===== config.mk =====
export PLATFORM = sky130hd
export DESIGN_NAME = lt24_pixel_writer
export DESIGN_NICKNAME = d
export VERILOG_FILES = /design/src/rtl/lt24_pkg.sv /design/src/rtl/lt24_bus_cycle.sv /design/src/rtl/lt24_pixel_writer.sv
export SDC_FILE = /design/constraint.sdc
export NUM_CORES = 1
export LEC_CHECK = 0
export BUFFER_PORTS_ARGS = -buffer_cell sky130_fd_sc_hd__buf_2
export CAP_MARGIN = 10
export CORE_MARGIN = 4
export CORE_UTILIZATION = 55
export DETAILED_ROUTE_END_ITERATION = 7
export GPL_ROUTABILITY_DRIVEN = 1
export GPL_TIMING_DRIVEN = 1
export HOLD_SLACK_MARGIN = 0.08
export PLACE_DENSITY = 0.85
export SLEW_MARGIN = 5
export SYNTH_ARGS = -nofsm -noshare
export SYNTH_HDL_FRONTEND = slang
export SYNTH_HIERARCHICAL = 1
export SYNTH_SLANG_ARGS = --single-unit

===== constraint.sdc =====
create_clock -name clock -period 2.7 [get_ports clock]
set_input_delay 0.675 -clock clock [delete_from_list [all_inputs] [get_ports clock]]
set_output_delay 0.675 -clock clock [all_outputs]
set_load 0.01 [all_outputs]

===== src/rtl/lt24_pkg.sv =====
// lt24_pkg: ILI9341 command codes, init ROM and writer state encoding
package lt24_pkg;
  localparam logic [7:0] CMD_SLPOUT = 8'h11;
  localparam logic [7:0] CMD_DISPON = 8'h29;
  localparam logic [7:0] CMD_CASET  = 8'h2A;
  localparam logic [7:0] CMD_PASET  = 8'h2B;
  localparam logic [7:0] CMD_RAMWR  = 8'h2C;
  localparam logic [7:0] CMD_MADCTL = 8'h36;
  localparam logic [7:0] CMD_COLMOD = 8'h3A;
  localparam int ROM_LEN = 6;
  typedef struct packed {
    logic        is_cmd;
    logic        delay_flag;
    logic [15:0] data;
  } rom_entry_t;
  typedef enum logic [2:0] {RST_LOW, RST_WAIT, INIT, IDLE, SETWIN, PIXEL, DROP} state_t;
  // sleep-out (then long wait), 16-bit colour, BGR order, display on
  function automatic rom_entry_t init_rom(input logic [2:0] i);
    case (i)
      3'd0:    return '{1'b1, 1'b1, {8'h00, CMD_SLPOUT}};
      3'd1:    return '{1'b1, 1'b0, {8'h00, CMD_COLMOD}};
      3'd2:    return '{1'b0, 1'b0, 16'h0055};
      3'd3:    return '{1'b1, 1'b0, {8'h00, CMD_MADCTL}};
      3'd4:    return '{1'b0, 1'b0, 16'h0008};
      default: return '{1'b1, 1'b0, {8'h00, CMD_DISPON}};
    endcase
  endfunction
endpackage


===== src/rtl/lt24_bus_cycle.sv =====
// lt24_bus_cycle: one 8080-style write word, WRn low WR_LOW clocks then high WR_HIGH clocks
module lt24_bus_cycle #(
  parameter int WR_LOW  = 2,
  parameter int WR_HIGH = 2
) (
  input  logic        clock,
  input  logic        reset,
  input  logic        start,
  input  logic        rs_in,
  input  logic [15:0] data_in,
  output logic        wr_n,
  output logic        rs,
  output logic [15:0] d,
  output logic        busy,
  output logic        done
);
  localparam int CW = $clog2(WR_LOW + WR_HIGH + 1);
  localparam logic [CW-1:0] LAST = CW'(WR_LOW + WR_HIGH);
  logic [CW-1:0] cnt, cnt_n;
  assign busy  = cnt != '0;
  assign done  = cnt == LAST;
  assign cnt_n = (start && !busy) ? CW'(1) : (done || !busy) ? '0 : cnt + 1'b1;
  // phase counter; WRn registered from the next phase so the pin never glitches
  always_ff @(posedge clock) begin
    if (reset) begin
      cnt  <= '0;
      wr_n <= 1'b1;
      rs   <= 1'b1;
      d    <= '0;
    end else begin
      cnt  <= cnt_n;
      wr_n <= !(cnt_n != '0 && cnt_n <= CW'(WR_LOW));
      if (start && !busy) begin
        rs <= rs_in;
        d  <= data_in;
      end
    end
  end
endmodule


===== src/rtl/lt24_pixel_writer.sv =====
// lt24_pixel_writer: pixel handshake to LT24 write bus; LT24_FRAME_PULSE_EN adds frameDone
module lt24_pixel_writer
  import lt24_pkg::*;
#(
  parameter int WIDTH        = 240,
  parameter int HEIGHT       = 320,
  parameter int WR_LOW       = 2,
  parameter int WR_HIGH      = 2,
  parameter int RST_CYCLES   = 500,
  parameter int SLEEP_CYCLES = 6000000
) (
  input  logic        clock,
  input  logic        reset,
  input  logic [7:0]  xAddr,
  input  logic [8:0]  yAddr,
  input  logic [15:0] pixelData,
  input  logic        pixelWrite,
  output logic        pixelReady,
  output logic        initDone,
  output logic        LT24_CSn,
  output logic        LT24_WRn,
  output logic        LT24_RDn,
  output logic        LT24_RS,
  output logic        LT24_RESETn,
  output logic [15:0] LT24_D,
  output logic        LT24_LCD_ON
`ifdef LT24_FRAME_PULSE_EN
  , output logic      frameDone
`endif
);
  localparam int DW = $clog2((RST_CYCLES > SLEEP_CYCLES ? RST_CYCLES : SLEEP_CYCLES) + 1);
  localparam logic [7:0]  X_LAST = 8'(WIDTH - 1);
  localparam logic [8:0]  Y_LAST = 9'(HEIGHT - 1);
  localparam logic [8:0]  X_LIM  = 9'(WIDTH);
  localparam logic [9:0]  Y_LIM  = 10'(HEIGHT);
  localparam logic [15:0] W_END  = 16'(WIDTH - 1);
  localparam logic [15:0] H_HI   = 16'((HEIGHT - 1) >> 8);
  localparam logic [15:0] H_LO   = 16'((HEIGHT - 1) & 255);
  state_t      state, state_n, dest;
  logic [DW-1:0] dly;
  logic [2:0]  ri;
  logic [3:0]  wi;
  logic [7:0]  cx, px;
  logic [8:0]  cy, py;
  logic [15:0] cd, bus_d;
  logic [16:0] win;
  logic        valid, up, start, bus_rs, busy, done, accept, oor, hit;
  rom_entry_t  rom;
  assign rom         = init_rom(ri);
  assign pixelReady  = state == IDLE || (state == PIXEL && done);
  assign accept      = pixelWrite && pixelReady;
  assign oor         = {1'b0, xAddr} >= X_LIM || {1'b0, yAddr} >= Y_LIM;
  assign hit         = valid && xAddr == px && yAddr == py;
  assign dest        = oor ? DROP : hit ? PIXEL : SETWIN;
  assign initDone    = up;
  assign LT24_LCD_ON = up;
  assign LT24_RDn    = 1'b1;
  lt24_bus_cycle #(.WR_LOW(WR_LOW), .WR_HIGH(WR_HIGH)) u_bus (
    .clock(clock), .reset(reset), .start(start), .rs_in(bus_rs), .data_in(bus_d),
    .wr_n(LT24_WRn), .rs(LT24_RS), .d(LT24_D), .busy(busy), .done(done)
  );
  // column/page window words, selected by the window word counter
  always_comb begin
    win = {1'b0, 8'h00, CMD_RAMWR};
    case (wi)
      4'd0:       win = {1'b0, 8'h00, CMD_CASET};
      4'd1, 4'd3: win = {1'b1, 16'h0000};
      4'd2:       win = {1'b1, 8'h00, cx};
      4'd4:       win = {1'b1, W_END};
      4'd5:       win = {1'b0, 8'h00, CMD_PASET};
      4'd6:       win = {1'b1, 15'h0000, cy[8]};
      4'd7:       win = {1'b1, 8'h00, cy[7:0]};
      4'd8:       win = {1'b1, H_HI};
      4'd9:       win = {1'b1, H_LO};
      default:    ;
    endcase
  end
  // next state and bus request; a pixel may be accepted in the final cycle of a data word
  always_comb begin
    state_n = state;
    start   = 1'b0;
    bus_rs  = 1'b1;
    bus_d   = cd;
    case (state)
      RST_LOW:  state_n = dly == '0 ? RST_WAIT : RST_LOW;
      RST_WAIT: state_n = dly == '0 ? INIT : RST_WAIT;
      INIT: begin
        start   = dly == '0;
        bus_rs  = !rom.is_cmd;
        bus_d   = rom.data;
        state_n = (done && ri == 3'(ROM_LEN - 1)) ? IDLE : INIT;
      end
      IDLE: state_n = accept ? dest : IDLE;
      SETWIN: begin
        start           = 1'b1;
        {bus_rs, bus_d} = win;
        state_n         = (done && wi == 4'd10) ? PIXEL : SETWIN;
      end
      PIXEL: begin
        start   = 1'b1;
        state_n = done ? (accept ? dest : IDLE) : PIXEL;
      end
      default: state_n = IDLE;
    endcase
  end
  // state, delays, ROM/window counters, captured pixel, raster prediction and pin levels
  always_ff @(posedge clock) begin
    if (reset) begin
      state       <= RST_LOW;
      dly         <= DW'(RST_CYCLES - 1);
      ri          <= '0;
      wi          <= '0;
      valid       <= 1'b0;
      cx          <= '0;
      cy          <= '0;
      cd          <= '0;
      px          <= '0;
      py          <= '0;
      up          <= 1'b0;
      LT24_CSn    <= 1'b1;
      LT24_RESETn <= 1'b0;
    end else begin
      state       <= state_n;
      dly         <= (state == RST_LOW && dly == '0) ? DW'(SLEEP_CYCLES - 1) :
                     (state == INIT && done && rom.delay_flag) ? DW'(SLEEP_CYCLES) :
                     dly != '0 ? dly - 1'b1 : dly;
      ri          <= (state == INIT && done) ? ri + 1'b1 : ri;
      wi          <= (state == SETWIN && done) ? (wi == 4'd10 ? 4'd0 : wi + 1'b1) : wi;
      up          <= up || state_n == IDLE;
      LT24_CSn    <= state_n == RST_LOW || state_n == RST_WAIT;
      LT24_RESETn <= state_n != RST_LOW;
      if (accept) begin
        cx <= xAddr;
        cy <= yAddr;
        cd <= pixelData;
      end
      if (state == PIXEL && start && !busy) begin
        valid <= 1'b1;
        px    <= cx == X_LAST ? '0 : cx + 1'b1;
        py    <= cx == X_LAST ? (cy == Y_LAST ? '0 : cy + 1'b1) : cy;
      end
    end
  end
`ifdef LT24_FRAME_PULSE_EN
  logic wr_q;
  assign frameDone = state == PIXEL && cx == X_LAST && cy == Y_LAST && LT24_WRn && !wr_q;
  // previous WRn level, to spot the rising edge that latches the last pixel
  always_ff @(posedge clock) begin
    if (reset) wr_q <= 1'b1;
    else wr_q <= LT24_WRn;
  end
`endif
endmodule


## Word-level counts from Yosys, hierarchy flattened

Index checks and enable logic that the tools add are counted.

- Add/subtract/negate cells: 6
- $mul: 0
- Div/mod/pow operators: 0
- $lt $le $gt $ge: 3
- Equality and inequality tests: 27
- Shift-type cells: 0
- Muxes and demuxes: 23
- Bitwise operators: 0
- Reduce and logical (&&, ||, !) cells: 37

Operators with widths:

| operator | count |
|---|---|
| $pmux W17 S9 | 1 |
| $pmux W18 S5 | 1 |
| $mux W23 | 3 |
| $pmux W16 S2 | 1 |
| $logic_not A23 Y1 | 1 |
| $reduce_bool A23 Y1 | 1 |
| $sub A23 B1 Y23 const B | 1 |
| $mux W9 | 2 |
| $pmux W3 S6 | 1 |
| $eq A4 B3 Y1 const B | 4 |
| $eq A3 B2 Y1 const B | 5 |
| $eq A3 B3 Y1 const B | 5 |
| $logic_and A1 B1 Y1 | 14 |
| $eq A4 B4 Y1 const B | 3 |
| $mux W3 | 4 |
| $reduce_bool A3 Y1 | 4 |
| $add A9 B1 Y9 const B | 1 |
| $eq A3 B1 Y1 const B | 3 |
| $eq A9 B9 Y1 | 1 |
| $eq A9 B9 Y1 const B | 1 |
| $ge A9 B9 Y1 const B | 1 |
| $logic_not A3 Y1 | 3 |
| $add A8 B1 Y8 const B | 1 |
| $eq A4 B2 Y1 const B | 2 |
| 18 further kinds | 32 |

- Register bits: 108
- Bits in latches: 0
- Bits in writable memories: 0
- ROM bits: 0
- Input port bits: 36
- Output and inout port bits: 24
- Word-level logic and storage cells: 115
- Memories: 0

## Logic depth before layout (Yosys ltp)

Gate-level depths: netlist (run 1).

- Word-level depth: 10
- Gate-level depth with buffers: 13
- Gate-level depth less buffers: 11

## By module

The synthesis (run 1) kept the hierarchy.

Modules (own cells, without submodules):

| module | times used | cells each | area an instance (um^2) | sequential area each (um^2) |
|---|---|---|---|---|
| lt24_pixel_writer | 1 | 625 | 4833.4 | 1741.7 |
| lt24_bus_cycle | 1 | 100 | 817.0 | 420.4 |

## Least setup slack after synthesis (run 1)

Ideal clock, no wire load.

- Path kind: reg2reg
- Start point: reg dly[4]
- End point: reg u_bus.wr_n
- Setup time: 0.134 ns
- Arrival: 2.173 ns
- Data required time: 2.566 ns
- Path slack: 0.392 ns
- Stages on the path, launching flop included: 10
- Path buffers: 0
- Clock period less this slack: 2.308 ns
- Cells stage by stage: dfxtp_1 -> nor4_4 -> nand2_1 -> nor3_2 -> nand2_1 -> nand2_1 -> nand2_1 -> nor2_2 -> nor3_1 -> or4_1

- Word-level cells in the longest chain between the ends: 7
- Elaborated cells on any way between the ends: 8
- Classes of those cells: order compare: 1; mux: 2; reduce/logical: 5

RTL lines:

| element | RTL line | text |
|---|---|---|
| from (decl) | lt24_pixel_writer.sv:40 | `logic [DW-1:0] dly;` |
| from (signal assigned) | lt24_pixel_writer.sv:110 | `dly <= DW'(RST_CYCLES - 1);` |
| from (signal assigned) | lt24_pixel_writer.sv:124 | `dly <= (state == RST_LOW && dly == '0) ? DW'(SLEEP_CYCLES - 1) :` |
| $logic_not A23 Y1 * | lt24_pixel_writer.sv:88 | `start = dly == '0;` |
| $pmux W1 S2 * | lt24_pixel_writer.sv:84 | `case (state)` |
| named net start | lt24_pixel_writer.sv:47 | `logic valid, up, start, bus_rs, busy, done, accept, oor, hit;` |
| $logic_and A1 B1 Y1 * | lt24_bus_cycle.sv:22 | `assign cnt_n = (start && !busy) ? CW'(1) : (done \|\| !busy) ? '0 : cnt + 1'b1;` |
| $mux W3 * | lt24_bus_cycle.sv:22 |  |
| $le A3 B2 Y1 or $reduce_bool A3 Y1 (tied branches) | lt24_bus_cycle.sv:32 | `wr_n <= !(cnt_n != '0 && cnt_n <= CW'(WR_LOW));` |
| $logic_and A1 B1 Y1 * | lt24_bus_cycle.sv:32 |  |
| $logic_not A1 Y1 * | lt24_bus_cycle.sv:32 |  |
| to (signal assigned) | lt24_bus_cycle.sv:32 |  |
| to (decl) | lt24_bus_cycle.sv:11 | `output logic wr_n,` |

The timed path passes the listed nets; every way through them passes the cells marked *.
A chain may end at the register's enable or synchronous reset.

## Worst setup path in the final report (run 1)

- Start point: reg u_bus.cnt[0]
- End point: out pixelReady

- Word-level cells in the longest chain between the ends: 3

RTL lines:

| element | RTL line | text |
|---|---|---|
| from (decl) | lt24_bus_cycle.sv:19 | `logic [CW-1:0] cnt, cnt_n;` |
| from (signal assigned) | lt24_bus_cycle.sv:31 | `cnt <= cnt_n;` |
| $eq A3 B3 Y1 | lt24_bus_cycle.sv:21 | `assign done = cnt == LAST;` |
| named net done | lt24_pixel_writer.sv:47 |  |
| $logic_and A1 B1 Y1 | lt24_pixel_writer.sv:50 | `assign pixelReady = state == IDLE \|\| (state == PIXEL && done);` |
| $logic_or A1 B1 Y1 | lt24_pixel_writer.sv:50 |  |
| to (decl) | lt24_pixel_writer.sv:18 | `output logic pixelReady,` |

The timed path passes the listed nets, and every way through them passes these cells.

==> results.md, run 1 <==
Floorplan:
- The area of the core is between 0.009 and 0.01 sq mm.
- The die is about 110 um tall.
- The initial standard-cell utilization of the core is 0.570.
- 60 I/O pins were placed.
- The number of rows in the core area is 36.
- The floorplan step defined a die boundary enclosing roughly 0.012 sq mm.
- The die is roughly 110 um wide.

Routing:
- Once detail routing completed, the nets flagged for antenna violations numbered 0.
- The first TritonRoute pass finished after 5 iterations.
- The total wire length is approximately 15 mm.
- In this run, the number of DRC markers left after iteration 0 of detailed routing was between 400 and 500.
- After detailed routing, the average wire length per cell comes to about 16 um.
- In the routed layout, each cell is associated on average with a via count of slightly below 6.
- For this run, design rule violations remaining after detail routing come to 0.
- The detailed router placed roughly 5300 vias in this run.

Placement:
- Input and output buffers added on the ports amount to 58.
- The post-placement cell count is 893.
- The routability congestion estimate is 0.898.
- The estimated wirelength of the detail-placed design is ~10 mm.

Synthesis:
- After synthesis the cells add up to 0.00565 sq mm.
- Dividing the synthesized area by the synthesized cell count gives about 7.8 sq um.
- The sequential cell area fraction in the yosys report is 0.383.
- Measured against the total synthesized area, the mux share comes to 0.00177.
- In the synthesized netlist the async set-or-reset flop fraction comes to 0.
- The simple-gate area share of the yosys netlist is 0.280.
- Counting distinct cell types in the post-synthesis netlist gives 69.
- Of the total synthesized cell area, the portion taken by full adders, half adders and majority gates is 0.0288.
- During synthesis, Yosys emitted a total of 6 warnings.
- Synthesis inferred roughly 110 register bits.
- Among all flip-flop cells after synthesis, the most frequent one is sky130_fd_sc_hd__dfxtp_1.
- The compound-gate portion of the synthesized area is 0.201.
- Synthesis handed over a netlist of between 700 and 800 instances.
- Of the total synthesized cell area, the portion taken by XOR and XNOR cells is 0.0636.
- In this run, synthesis inferred 0 flip-flops with an integrated enable.
- Synthesis produced a netlist with a net count of approximately 770.
- The dominant combinational cell family by area after synthesis is simple AND/OR/NAND/NOR gates.

Clocking:
- The number of CTS-inserted buffers is 9.
- In this run the clock root is driven by a sky130_fd_sc_hd__clkbuf_8.
- The clock passes through at most 2 buffers.
- After clock tree synthesis, the repair step resized 0 gates.
- The insertion delay of the later-clocked pin in the worst-skew pair is between 300 and 400 ps.
- The clock-pin slew reported for the worst setup and hold paths after clock tree synthesis is 110 ps.
- The tree built by TritonCTS fans out to between 100 and 150 sinks.
- The count of hold buffers inserted by post-cts repair is 0.
- The TritonCTS clock tree is done.
- The CTS H-tree depth is 3.
- The number of buffers inserted to repair setup after CTS is 0.

Worst setup path:
- For the worst setup path, the data required time is ~2000 ps.
- The highest fanout seen on the critical path is 3.
- The worst setup path is launched from a flip-flop.
- In this run the critical register-to-register path is launched from dly[20].
- STA classifies the critical path endpoint as an output pin.
- The start-to-end type of the worst setup path is reg -> out.
- The setup slack of the most critical reg-to-reg path is 290 ps.
- For the worst setup path, the data arrival time is 1940 ps.
- The most critical setup path has its startpoint at u_bus/cnt[0].

Outcome:
- The run finished with clean final reports.

GRT:
- The number of antenna violations at the first check in global routing is 0.
- The first global-routing pass estimated about 24 mm of wire.
- The number of global-route vias before repair is about 5000.
- Entering global routing, the biggest net connects 34 pins.
- The total track usage is 0.252.
- The total overflow left after global routing is 0.

Layout:
- The number of non-filler instances in the completed layout is about 910.
- After the last flow step, the layout net total stands at between 800 and 900.
- The area growth from synthesis to layout is 11.5%.
- The library cells used most frequently in the layout, excluding fill and tap cells, are 144 x sky130_fd_sc_hd__nand2_1, 108 x sky130_fd_sc_hd__dfxtp_1, 78 x sky130_fd_sc_hd__a21oi_1, 58 x sky130_fd_sc_hd__buf_2, 47 x sky130_fd_sc_hd__nor2_1.
- The fraction of layout cells with a size suffix above 1 is 0.140.
- The diode insertion count for antenna repair is 0.
- The most common library cell in the layout ignoring fill and taps is sky130_fd_sc_hd__nand2_1.

Worst hold path:
- The tightest min-delay check is of the reg -> reg type.
- The hold path startpoint is cd[15].

STA:
- Static timing analysis puts the maximum clock frequency at approximately 380 MHz.
- The number of max-slew violations in the final report is 0.
- The setup skew after layout is around 13 ps.
- Setup repair after global routing left no endpoint under its margin.
- Dividing the final minimum period by the clock period gives 0.969.
- Measured against its own limit, the worst slew margin works out to 0.394.
- The final-report hold violation count came to 0.
- The accumulated negative setup slack is 0 ps.
- The final period demand of the worst path is about 2600 ps.
- The final number of setup-violating endpoints is 0.
- For the pin with the worst max-slew slack, the measured transition is 905 ps.

Power:
- The analysis attributes to cell leakage a power of 2.25 nW.
- The maximum ir drop on the vdd rail is approximately 0.3 mV.
- The overall power is 2.86 mW.
- The power density of the placed cells is about 450 mW/mm^2.

Run:
- Max-cap violations in this run came to 0.
[registers in the layout, summed over array words and instances, names as in the netlist]
signal	flops
cx	8
u_bus/rs	1
py	9
valid	1
LT24_CSn	1
cy	9
px	8
dly	23
state	3
cd	16
u_bus/cnt	3
u_bus/d	16
ri	3
LT24_LCD_ON	1
LT24_RESETn	1
wi	4
u_bus/wr_n	1
[stage by stage]
stage               utilization  worst slack [ps]  hold slack [ps]  area (sq um)
detailed placement        0.613               358              442          6070
floorplan                     -               392              432          5650
global route              0.636              12.5              481          6300
finish                    0.636              84.9              461          6300
CTS                       0.636               106              464          6300
global placement          0.613               477              440          6070
[worst max-delay path: stages, from the launching register on]
cell                      delay (ps)
sky130_fd_sc_hd__dfxtp_1         360
sky130_fd_sc_hd__inv_1           110
sky130_fd_sc_hd__ha_1            190
sky130_fd_sc_hd__and2_1          170
sky130_fd_sc_hd__nand2_1          80
sky130_fd_sc_hd__o21ai_0         420
sky130_fd_sc_hd__buf_2           220
[cells in the mapped netlist (6+ instances only)]
cell type                    n  share of area
sky130_fd_sc_hd__nand2b_1    6         0.0066
sky130_fd_sc_hd__a22oi_1     7         0.0093
sky130_fd_sc_hd__nand2_1   144          0.096
sky130_fd_sc_hd__ha_1       13          0.029
sky130_fd_sc_hd__xnor2_1    24          0.037
sky130_fd_sc_hd__a31oi_1     8         0.0089
sky130_fd_sc_hd__nor2b_1    15          0.017
sky130_fd_sc_hd__buf_2       7         0.0062
sky130_fd_sc_hd__nand4_1     8         0.0089
sky130_fd_sc_hd__nor2_1     47          0.031
sky130_fd_sc_hd__nand3_1    14          0.012
sky130_fd_sc_hd__clkbuf_1   31          0.021
sky130_fd_sc_hd__nor3_1     18          0.016
sky130_fd_sc_hd__o31ai_1     6         0.0080
sky130_fd_sc_hd__and2_1     13          0.014
sky130_fd_sc_hd__xor2_1     17          0.026
sky130_fd_sc_hd__inv_1      17          0.011
sky130_fd_sc_hd__o211ai_1   11          0.015
sky130_fd_sc_hd__dfxtp_1   108           0.38
sky130_fd_sc_hd__or3_1      10          0.011
sky130_fd_sc_hd__o21ai_0    40          0.035
sky130_fd_sc_hd__a21oi_1    78          0.069
[area by class of cell]
type / count / area, sq um
Multi-Input combinational cell: 559 / 3250
Sequential cell: 108 / 2160
Timing Repair Buffer: 76 / 425
Inverter: 17 / 63.8
Fill cell: 841 / 3610
Tap cell: 133 / 166
Clock buffer: 9 / 124
Clock inverter: 7 / 106
[logic make-up after synthesis]
group,after synthesis
other,1
multiplexers,1
buffers and inverters,58
AND/OR/NAND/NOR,315
adder cells (fa/ha/maj),13
flip-flops,108
XOR/XNOR,41
AO/OA/AOI/OAI,188
[routing by layer]
metal	part of all wire	GRT usage	vias to the layer above
li1	-	-	2614
met1	0.41	0.314	2487
met2	0.50	0.431	203
met3	0.068	0.0393	27
met4	0.023	0.110	0
met5	0	0	-
[path summary, 6_finish.rpt]
| path | end | depth (start not counted) |
|---|---|---|
| worst max-delay path | pixelReady | 6 |
| worst min-delay path | cd[15] | 2 |
| worst max register to register | u_bus/wr_n | 9 |
| worst min register to register | cd[15] | 2 |
[report_power, final]
group | internal [mW] | switching [mW] | leakage [nW]
Clock | 0.541 | 0.606 | 0.117
Combinational | 0.0437 | 0.0646 | 1.26
Sequential | 1.60 | 0.00783 | 0.871
(Power assumes the default switching activity.)
==> run 2, diff against run 1 <==
--- a/config.mk
+++ b/config.mk
@@ -14,6 +14,7 @@
 export GPL_TIMING_DRIVEN = 1
 export HOLD_SLACK_MARGIN = 0.08
 export PLACE_DENSITY = 0.85
+export REMOVE_ABC_BUFFERS = 1
 export SLEW_MARGIN = 5
 export SYNTH_ARGS = -nofsm -noshare
 export SYNTH_HDL_FRONTEND = slang
==> run 2 against run 1 <==
Setup slack gained 64 ps. Fmax grew 2.5%. Sequential share of layout area grew 0.21 points. Combinational power is essentially flat. First-iteration DRC count shrank 4.9%. Clock skew shrank 1.3 ps. Power shrank 4.6%. Global-route usage shrank 0.94 points. Critical path depth is the same. Clock-buffer cell count grew 4. Routed wire length shrank 3.0%. Critical path type unchanged. Largest cell class unchanged. Largest power group unchanged. Highest routed layer unchanged.
==> results.md, run 2 (synthesis results as in run 1) <==
GRT:
- The largest net degree at the start of global routing was 65 (+91%).
- The aggregate global routing overflow is 0 (unchanged).
- The number of global-route vias before repair was 5011 (-2.3%).
- The wire length of the first global-routing pass is 23.2 mm (-3.5%).
- The total track usage is 0.243 (-0.00941).
- The number of antenna violations at the first check in global routing is 0 (unchanged).

Clocking:
- The post-cts repair resize count is 0 (unchanged).
- The TritonCTS clock tree is done.
- The CTS H-tree depth was 3 (unchanged).
- The number of clock sinks came to 108 (unchanged).
- The largest buffer count on any clock path is 2 (unchanged).
- The count of hold buffers inserted by post-cts repair was 0 (unchanged).
- The clock-pin slew reported for the worst setup and hold paths after clock tree synthesis is 90 ps (-20 ps).
- The insertion delay of the later-clocked pin in the worst-skew pair is 380 ps (about the same).
- The number of CTS-inserted buffers is 9 (unchanged).
- The clock tree root buffer cell is sky130_fd_sc_hd__clkbuf_8.
- The number of buffers inserted to repair setup after CTS came to 0 (unchanged).

Worst setup path:
- The stage delay of the slowest cell on the critical path was 380 ps (-40 ps).
- The slowest stage of the critical path belongs to the cell sky130_fd_sc_hd__o21ai_0.
- The number of buffer and inverter instances along the worst setup path is 2 (unchanged).
- The start-to-end type of the worst setup path is reg -> out.
- The largest delay contributor family on the critical path is compound AO/OA/AOI/OAI gates.
- STA classifies the critical path startpoint as a flip-flop.
- The data arrival time at the worst-slack endpoint is 1880 ps (-60 ps).
- The highest fanout seen on the critical path is 3 (unchanged).
- The required time at the worst-slack endpoint is 2030 ps (about the same).
- STA classifies the critical path endpoint as an output pin.
- Traced cell by cell, the critical path runs through inv_1, ha_1, and2_1, nand2_1, o21ai_0, buf_2.

Routing:
- The total wire length is 14.2 mm (-3.0%).
- The first-pass iteration count of the detailed router is 5 (unchanged).
- The total number of vias is 5325 (-0.11%).
- The number of design rule violations left after detail routing is 0 (unchanged).
- The number of routed nets with antenna violations is 0 (unchanged).
- The ratio of routed vias to standard cells is 5.89 (+0.44%).
- The average wire length per cell after detail routing is 15.8 um (-2.4%).
- The number of design-rule violations left by the first detailed-router iteration is 425 (-4.9%).

STA:
- The final-report hold violation count was 0 (unchanged).
- The final number of setup-violating endpoints is 0 (unchanged).
- The transition at the pin with the smallest max-transition slack is 905 ps (-0.468 ps).
- The accumulated negative setup slack came to 0 ps (unchanged).
- The worst slew margin relative to its limit came to 0.395 (about the same).
- The post-route fraction of the period consumed by the critical path came to 0.945 (-0.0237).
- The final critical-path setup slack is 149 ps (+64.1 ps).
- The upper clock frequency limit came to 392 MHz (+2.5%).
- The setup skew after layout is 11.2 ps (-1.27 ps).
- Setup repair after global routing left no endpoint under its margin.
- The number of max-slew violations in the final report is 0 (unchanged).
- The tightest hold margin was 457 ps (-4.44 ps).
- The final period demand of the worst path is 2550 ps (-64.1 ps).

Power:
- The leakage power of the design is 2.21 nW (-1.7%).
- The maximum ir drop on the vdd rail is 0.454 mV (+47%).
- The power density of the placed cells was 436 mW/mm^2 (-4.0%).

Layout:
- The diode insertion count for antenna repair came to 0 (unchanged).
- The fraction of layout cells with a size suffix above 1 was 0.132 (-0.00817).
- Counting flops per register, the top entry is dly.
- The final core utilization was 0.632 (-0.00391).
- The number of flip-flops in the largest register is 23 (unchanged).
- The number of nets in the final layout is 815 (-0.61%).
- The area of all placed cells without fillers is 0.00626 sq mm (-0.62%).
- The area growth from synthesis to layout is 10.9%.
- Leaving out fill and tap cells, the most frequent cell in the layout is sky130_fd_sc_hd__nand2_1.
- The total of fill cells in the finished design is 880 (+4.6%).
- The largest registers in the layout are dly: 23 flops, cd: 16 flops, u_bus/d: 16 flops.
- Leaving out fill and tap cells, the most frequent cells in the layout are 144 x sky130_fd_sc_hd__nand2_1, 108 x sky130_fd_sc_hd__dfxtp_1, 78 x sky130_fd_sc_hd__a21oi_1, 58 x sky130_fd_sc_hd__buf_2, 47 x sky130_fd_sc_hd__nor2_1.

Run:
- The max capacitance violation total is 0 (unchanged).

Floorplan:
- The die height came to 109 um (unchanged).
- The area of the core is 0.00991 sq mm (unchanged).
- The number of rows in the core area is 36 (unchanged).
- The x dimension of the die is 109 um (unchanged).
- The die outline area is 0.0120 sq mm (unchanged).
- The count of boundary I/O pins was 60 (unchanged).
- The initial standard-cell utilization of the core is 0.570 (unchanged).

Placement:
- The number of port buffers is 58 (unchanged).
- The estimated wirelength of the detail-placed design was 10.2 mm (-2.1%).
- The post-placement cell area is 0.00606 sq mm (-0.21%).
- The routability congestion estimate is 0.933 (+4.0%).
- The worst slack at placement is 217 ps (-141 ps).

Worst hold path:
- The kind of path behind the tightest hold check is reg -> reg.

Outcome:
- The run finished with clean final reports.
[run 2: per-layer routing]
| metal | part of all wire | track usage |
|---|---|---|
| met1 | 0.42 | 0.303 |
| met2 | 0.51 | 0.430 |
| met3 | 0.055 | 0.0411 |
| met4 | 0.013 | 0.0677 |
| met5 | 0 | 0 |
[run 2: path summary, 6_finish.rpt]
path	startpoint	to	depth (start not counted)	slack, ps
setup reg to reg	dly[20]	u_bus/wr_n	9	190
hold / removal	u_bus/d[15]	u_bus/d[15]	2	460
hold reg to reg	u_bus/d[15]	u_bus/d[15]	2	460
setup / recovery	u_bus/cnt[0]	pixelReady	6	150
[run 2: stage by stage]
step                      total power [mW]  std cells
after detailed placement              1.75        888
after global routing                  2.81        904
after CTS                             2.75        904
final                                 2.73        904
after global placement                1.74        888
after floorplan                       1.68        684
[run 2: tightest hold or removal path, cell delays in order, from the launching register on]
cell	delay [ps]
sky130_fd_sc_hd__dfxtp_1	310
sky130_fd_sc_hd__nand2_1	50
sky130_fd_sc_hd__a21oi_1	50
[run 2: final cells by class]
cell class	count	area, sq um	area share
Clock inverter	3	45.0	0.00719
Timing Repair Buffer	71	413	0.0659
Sequential cell	108	2160	0.345
Clock buffer	13	159	0.0254
Inverter	17	63.8	0.0102
Tap cell	133	166	0.0266
Multi-Input combinational cell	559	3250	0.520
[run 2: report_power, final]
part / internal (mW) / switching (mW) / total (mW)
Combinational: 0.0435 / 0.0635 / 0.107
Sequential: 1.60 / 0.00823 / 1.61
Clock: 0.481 / 0.535 / 1.02
Total: 2.12 / 0.607 / 2.73
